## config.mk

```make
export PLATFORM = sky130hd
export DESIGN_NAME = pong_game_ctrl
export DESIGN_NICKNAME = d
export VERILOG_FILES = /design/src/rtl/pong_game_ctrl.sv
export SDC_FILE = /design/constraint.sdc
export NUM_CORES = 1
export LEC_CHECK = 0
export BUFFER_PORTS_ARGS = -buffer_cell sky130_fd_sc_hd__buf_2
export CAP_MARGIN = 0
export CORE_ASPECT_RATIO = 0.8
export CORE_MARGIN = 5
export CORE_UTILIZATION = 60
export CTS_CLUSTER_SIZE = 25
export DETAILED_ROUTE_END_ITERATION = 8
export GPL_TIMING_DRIVEN = 0
export HOLD_SLACK_MARGIN = 0.08
export PLACE_DENSITY = 0.86
export SYNTH_ARGS = -nofsm -noshare
export SYNTH_HDL_FRONTEND = slang
export SYNTH_SLANG_ARGS = --single-unit
```

## constraint.sdc

```tcl
create_clock -name CLK100MHZ -period 5.65 [get_ports CLK100MHZ]
set_clock_uncertainty 0.15 [all_clocks]
set_input_delay 1.13 -clock CLK100MHZ [delete_from_list [all_inputs] [get_ports CLK100MHZ]]
set_output_delay 1.13 -clock CLK100MHZ [all_outputs]
set_load 0.03 [all_outputs]
```

## src/rtl/pong_game_ctrl.sv

```systemverilog
// Pong round/score sequencer: serve, play, point pause and game over, paced by frame ticks.
// Optional PAUSE state when PONG_PAUSE_EN is defined.
module pong_game_ctrl #(
  parameter int WIN_SCORE    = 7,
  parameter int SCORE_W      = 4,
  parameter int SERVE_FRAMES = 60,
  parameter int POINT_FRAMES = 90
) (
  input  logic               CLK100MHZ,
  input  logic               reset_n,
  input  logic               enable,
  input  logic               frame_tick,
  input  logic               btn_start,
  input  logic               miss_left,
  input  logic               miss_right,
  output logic               ball_load,
  output logic               ball_run,
  output logic               serve_dir,
  output logic [SCORE_W-1:0] score_l,
  output logic [SCORE_W-1:0] score_r,
  output logic [2:0]         state,
  output logic               winner,
  output logic               led
);

  typedef enum logic [2:0] {
    IDLE     = 3'd0,
    SERVE    = 3'd1,
    PLAY     = 3'd2,
    POINT    = 3'd3,
    GAMEOVER = 3'd4,
    PAUSE    = 3'd5
  } state_t;

  localparam logic [SCORE_W-1:0] WIN = SCORE_W'(WIN_SCORE);
  localparam logic [7:0] SERVE_CNT = 8'(SERVE_FRAMES);
  localparam logic [7:0] POINT_CNT = 8'(POINT_FRAMES);
  localparam logic [SCORE_W-1:0] ONE = SCORE_W'(1);

  state_t             state_q, state_n;
  logic [7:0]         fcnt_q, fcnt_n, fcnt_inc;
  logic [SCORE_W-1:0] score_l_n, score_r_n;
  logic               btn_start_q, start_edge;
  logic               serve_dir_n, winner_n, led_n;
  logic               ball_load_n, ball_run_n;

  assign start_edge = btn_start & ~btn_start_q;
  assign fcnt_inc   = fcnt_q + 8'd1;
  assign state      = state_q;

  always_ff @(posedge CLK100MHZ or negedge reset_n) begin
    if (!reset_n) begin
      state_q     <= IDLE;
      fcnt_q      <= 8'd0;
      score_l     <= '0;
      score_r     <= '0;
      serve_dir   <= 1'b1;
      winner      <= 1'b0;
      led         <= 1'b0;
      ball_load   <= 1'b0;
      ball_run    <= 1'b0;
      btn_start_q <= 1'b0;
    end else begin
      state_q     <= state_n;
      fcnt_q      <= fcnt_n;
      score_l     <= score_l_n;
      score_r     <= score_r_n;
      serve_dir   <= serve_dir_n;
      winner      <= winner_n;
      led         <= led_n;
      ball_load   <= ball_load_n;
      ball_run    <= ball_run_n;
      btn_start_q <= btn_start;
    end
  end

  always_comb begin
    state_n     = state_q;
    fcnt_n      = fcnt_q;
    score_l_n   = score_l;
    score_r_n   = score_r;
    serve_dir_n = serve_dir;
    winner_n    = winner;
    led_n       = led;
    if (enable) begin
      if (frame_tick && state_q != PAUSE)
        fcnt_n = fcnt_inc;
      case (state_q)
        IDLE: begin
          score_l_n = '0;
          score_r_n = '0;
          led_n     = 1'b0;
          if (start_edge) begin
            state_n     = SERVE;
            serve_dir_n = 1'b1;
          end
        end
        SERVE: begin
          if (frame_tick && fcnt_inc == SERVE_CNT)
            state_n = PLAY;
        end
        PLAY: begin
          unique case (1'b1)
            miss_left & miss_right: begin
              serve_dir_n = ~serve_dir;
              state_n     = POINT;
            end
            miss_left & ~miss_right: begin
              if (score_r != WIN) score_r_n = score_r + ONE;
              serve_dir_n = 1'b0;
              state_n     = POINT;
            end
            ~miss_left & miss_right: begin
              if (score_l != WIN) score_l_n = score_l + ONE;
              serve_dir_n = 1'b1;
              state_n     = POINT;
            end
            default: begin
`ifdef PONG_PAUSE_EN
              if (start_edge) state_n = PAUSE;
`endif
            end
          endcase
        end
        POINT: begin
          if (frame_tick && fcnt_inc == POINT_CNT) begin
            if (score_l == WIN) begin
              state_n  = GAMEOVER;
              winner_n = 1'b0;
            end else if (score_r == WIN) begin
              state_n  = GAMEOVER;
              winner_n = 1'b1;
            end else begin
              state_n = SERVE;
            end
          end
        end
        GAMEOVER: begin
          // Blink period: toggle on every 32nd frame since entry
          if (frame_tick && fcnt_inc[4:0] == 5'd0)
            led_n = ~led;
          if (start_edge) begin
            state_n   = IDLE;
            score_l_n = '0;
            score_r_n = '0;
            led_n     = 1'b0;
          end
        end
`ifdef PONG_PAUSE_EN
        PAUSE: begin
          if (start_edge) state_n = PLAY;
        end
`endif
        default: state_n = IDLE;
      endcase
      if (state_n != state_q)
        fcnt_n = 8'd0;
    end
    ball_load_n = enable && state_n == SERVE && state_q != SERVE;
    ball_run_n  = enable && state_n == PLAY;
  end

endmodule

```

-- Word-level counts from Yosys, hierarchy flattened
Cells that the tools add are included.
- add/subtract/negate cells: 3
- equal/unequal tests: 23
- mux-type cells: 27
- bitwise logic cells: 9
- reduce and logical (&&, ||, !) cells: 21
- operators by type and width (cell ; count):
    $mux W3 ; 9
    $pmux W4 S3 ; 2
    $mux W4 ; 5
    $mux W8 ; 2
    $pmux W3 S5 ; 1
    $ne A2 B2 Y1 const B ; 6
    $reduce_and A5 Y1 ; 2
    $eq A3 B2 Y1 const B ; 3
    $add A4 B1 Y4 const B ; 2
    $add A8 B1 Y8 const B ; 1
    $eq A4 B3 Y1 const B ; 2
    $eq A8 B6 Y1 const B ; 1
    $eq A8 B7 Y1 const B ; 1
    $ne A4 B3 Y1 const B ; 2
    $reduce_and A4 Y1 ; 2
    $reduce_bool A2 Y1 ; 4
    $logic_and A1 B1 Y1 ; 7
    $eq A3 B1 Y1 const B ; 2
    $ne A3 B3 Y1 const B ; 2
    $logic_not A5 Y1 ; 1
    $mux W1 ; 5
    $not A1 Y1 ; 5
    $and A1 B1 Y1 ; 4
    $ne A4 B4 Y1 const B ; 1
    other kinds (10) ; 11
- register bits after elaboration: 25
- input port bits: 7
- output and inout bits: 16

-- Logic depth before layout (Yosys ltp)
- depth in word-level cells: 10
- gate-level depth with buffers: 9
- mapped depth without buffers: 8

-- Worst setup path after synthesis
Ideal clock, no wire load.
- kind: in2reg
- start point: input port miss_left
- end point: register fcnt_q[4]
- library setup time: 0.118 ns
- arrival time: 2.331 ns
- data required time: 5.382 ns
- slack: 3.051 ns
- stages on the path: 9
- buffers on the path: 1
- path through: inv_1 > ha_1 > a21oi_1 > a2bb2oi_1 > inv_1 > a22oi_2 > buf_6 > o21ai_1 > a21o_1
- word-level cells in the longest chain between the ends: 9
- elaborated cells between the ends (all ways): 12
- those cells by class: eq/ne: 1; mux: 4; bitwise: 4; reduce/logical: 3
- RTL lines (what ; RTL line ; source):
    start: declaration ; 14 ; input logic miss_left,
    $not A1 Y1 ; 113 ; ~miss_left & miss_right: begin
    $and A1 B1 Y1 ; 113 ;
    $reduce_or A3 Y1 (no line) (*) ; n/a ;
    $mux W3 (*) ; 103 ; unique case (1'b1)
    $pmux W3 S5 (*) ; 88 ; case (state_q)
    $mux W3 (*) ; 85 ; if (enable) begin
    $ne A3 B3 Y1 (*) ; 156 ; if (state_n != state_q)
    $reduce_bool A2 Y1 (no line) ; n/a ;
    $reduce_and A2 Y1 (no line) ; n/a ;
    end signal: assignment ; 65 ; fcnt_q <= fcnt_n;
    end: declaration ; 41 ; logic [7:0] fcnt_q, fcnt_n, fcnt_inc;
Every way passes the cells marked *; elsewhere a longest branch is shown, timed or not. The select of a mux whose other input is x is not followed.
A chain may end at the register's enable or synchronous reset.

-- Worst setup path after layout
- start point: input port miss_left
- end point: register fcnt_q[6]
The elaborated chain is that of the path after synthesis.

==> flow_summary.toml <==
[critical_path]
startpoint_type = "input pin"
crit_path_end = "fcnt_q[6]"
crit_buf_inv = 4
end_kind = "flop"
crit_fanout = 10
cp_common_cell = "inv_1"
r2r_setup_slack_ns = 3.20
r2r_end = "fcnt_q[6]"
crit_family = "compound AO/OA/AOI/OAI gates"
crit_start = "miss_left"
max_stage_delay_ns = 0.24
cp_num_cells = 10
required_ns = 5.73
critPathKind = "in2reg"
r2r-start = "fcnt_q[0]"
ff2ff_path_depth = 8
crit_chain = "buf_2 > inv_1 > ha_1 > a21oi_1 > a2bb2oi_1 > inv_1 > a22oi_2 > buf_6 > o21ai_1 > a21o_1"
cp.arrival_ns = 2.63
slowest_stage = "a22oi_2"

[global_route]
gr-total-overflow = 0
grt_use_total_pct = 20.4
antenna_found_initial = 0
grt_max_degree = 26
grt_pass1_wl_mm = 6.69
grt_pass1_vias = 1491

[sta]
final_hold_viol_count = 0
setup_tns_ns = 0
grt_setup_unrepaired = "no"
layout_min_cycle_time_ns = 2.56
timing.fmax_mhz = 391
finalCritPeriodShare_pct = 45.2
worst_pin_slew_ns = 0.595
finalHoldWorstSlack_ns = 0.377
setup_viol = 0
drv_slew = 0
maxSlewHeadroom_pct = 60.0

[routing]
wl_per_cell_um = 15.8
routed-via-count = 1562
totalWireLength_mm = 3.92
via_per_inst = 6.30
drt-initial-drc-count = 133
post-route-drc-count = 0
ant_nets = 0
firstDrtPassIters = 4

[final_layout]
diodes = 0
final_area_um2 = 1870
multi_input_area_um2 = 962
fin_nets = 226
regArea_um2 = 627
drive_above_1_share_pct = 22.4
syn2layout_area_growth_pct = 11.1
fill_cells = 224

[yosys]
ys.flop_type = "dfrtp_1"
synth.lib_cells_used.distinct = 58
yosys_warnings = 0
synth_nets = 199
yosysSeqAreaShare_pct = 37.2
synth.area.top_cells = "dfrtp_1, ha_1, nand2_1"
synthDominantCellAreaShare_pct = 35.6
synth_most_common_cell = "dfrtp_1"
synth_area_um2 = 1690
synth_common_cells = "dfrtp_1, nand2_1, o21ai_0"
async_reset_ff_share_pct = 100
synth_edf_count = 0
ys_seq_elements = 25
synthCells = 184
synth_top_area_cell = "dfrtp_1"
syn_area_per_cell_um2 = 9.16

[clock_tree]
root_buffer = "clkbuf_4"
clockBufferDepth = 2
post_cts_buffers = 0
numCtsBuffers = 3
hold_buffers = 0
cts_sinks = 25
cts_tree = "yes"
clk_pin_slew_ns = 0.15
clock_latency_ns = 0.34
htree_num_levels = 1
cts_resized = 0

[power_and_ir_drop]
powerDensity_nw_per_um2 = 275
leakage_nw = 0.873
max-vdd-ir-drop_uv = 157

[place]
io_buffers = 22
postPlaceCellArea_um2 = 1840
place_congestion = 0.919
hpwl_mm = 3.02

[outcome]
status = "completed"

[floorplan]
die_x_um = 69.3
die_area_um2 = 3980
io_pins = 23
dieHeight_um = 57.4
start_util_pct = 61.9
num_rows = 17
fp.coreArea_um2 = 2720

[worst_hold_path]
worstHoldPathType = "reg2reg"

[job]
max_cap_violations = 0
[area by class of cell]
class,instances,area share (%)
clock inverter,1,0.401
clock buffer,3,1.20
tap,38,2.54
sequential,25,33.5
multi-input combinational,141,51.4
timing repair buffer,22,5.88
inverter,11,2.20
buffer,7,2.94
[how the worst min path moves through the flow]
stage | depth (start not counted) | slack [ns] | endpoint | startpoint
5_1_grt | 1 | 0.41 | serve_dir | serve_dir
2_1_floorplan | 1 | 0.37 | fcnt_q[6] | fcnt_q[6]
6_report | 1 | 0.38 | winner | winner
3_3_place_gp | 1 | 0.34 | winner | winner
4_1_cts | 1 | 0.38 | winner | winner
3_5_place_dp | 1 | 0.35 | winner | winner
[power by group]
part | switching (mW) | internal (mW) | leakage [nW] | total, mW
Combinational | 0.129 | 0.0766 | 0.523 | 0.205
Clock | 0.0566 | 0.0272 | 0.0139 | 0.0837
Sequential | 0.0259 | 0.201 | 0.336 | 0.227
[layout by cell type, fill, tap and decap left out, types with 6 or more instances in the layout]
| master | netlist | layout |
|---|---|---|
| nand3_1 | 6 | 6 |
| nand2_1 | 16 | 16 |
| o21ai_1 | 8 | 8 |
| nor2_1 | 10 | 10 |
| buf_2 | 2 | 24 |
| nor3_1 | 9 | 9 |
| o21ai_0 | 11 | 11 |
| inv_1 | 9 | 9 |
| ha_1 | 8 | 8 |
| dfrtp_1 | 24 | 24 |
| nand2b_1 | 6 | 6 |
[per-layer routing]
layer,up-vias,part of all wire (%),track usage (%)
li1,741,-,-
met5,-,0,0
met1,762,45,27.4
met4,0,0.31,2.79
met2,56,47,34.9
met3,3,7.9,4.23
[per-stage QoR]
step	std cells	power [mW]	worst slack [ns]	util, %
final	248	0.516	3.09	68.8
after global routing	248	0.551	2.99	68.8
after CTS	248	0.516	3.10	68.8
after detailed placement	244	0.433	2.76	67.7
after global placement	244	0.423	2.81	67.7
after floorplan	184	0.380	3.05	-
[registers in the layout, indices dropped and copies added, names as in the netlist]
register and flops:
score_l 4, score_r 4, fcnt_q 8, winner 1
led 1, state 3, ball_run 1, ball_load 1
btn_start_q 1, serve_dir 1
[kinds of logic (layout without fill, tap and decap cells)]
logic type	count (synthesis)	after routing	synth area share, %
AO/OA/AOI/OAI	52	52	22.1
buffers and inverters	18	44	5.72
flip-flops	25	25	37.2
adder cells (fa/ha/maj)	8	8	5.94
XOR/XNOR	2	2	1.04
AND/OR/NAND/NOR	76	76	25.9
multiplexers	3	3	2.08
Power figures use the tool's default switching activity.
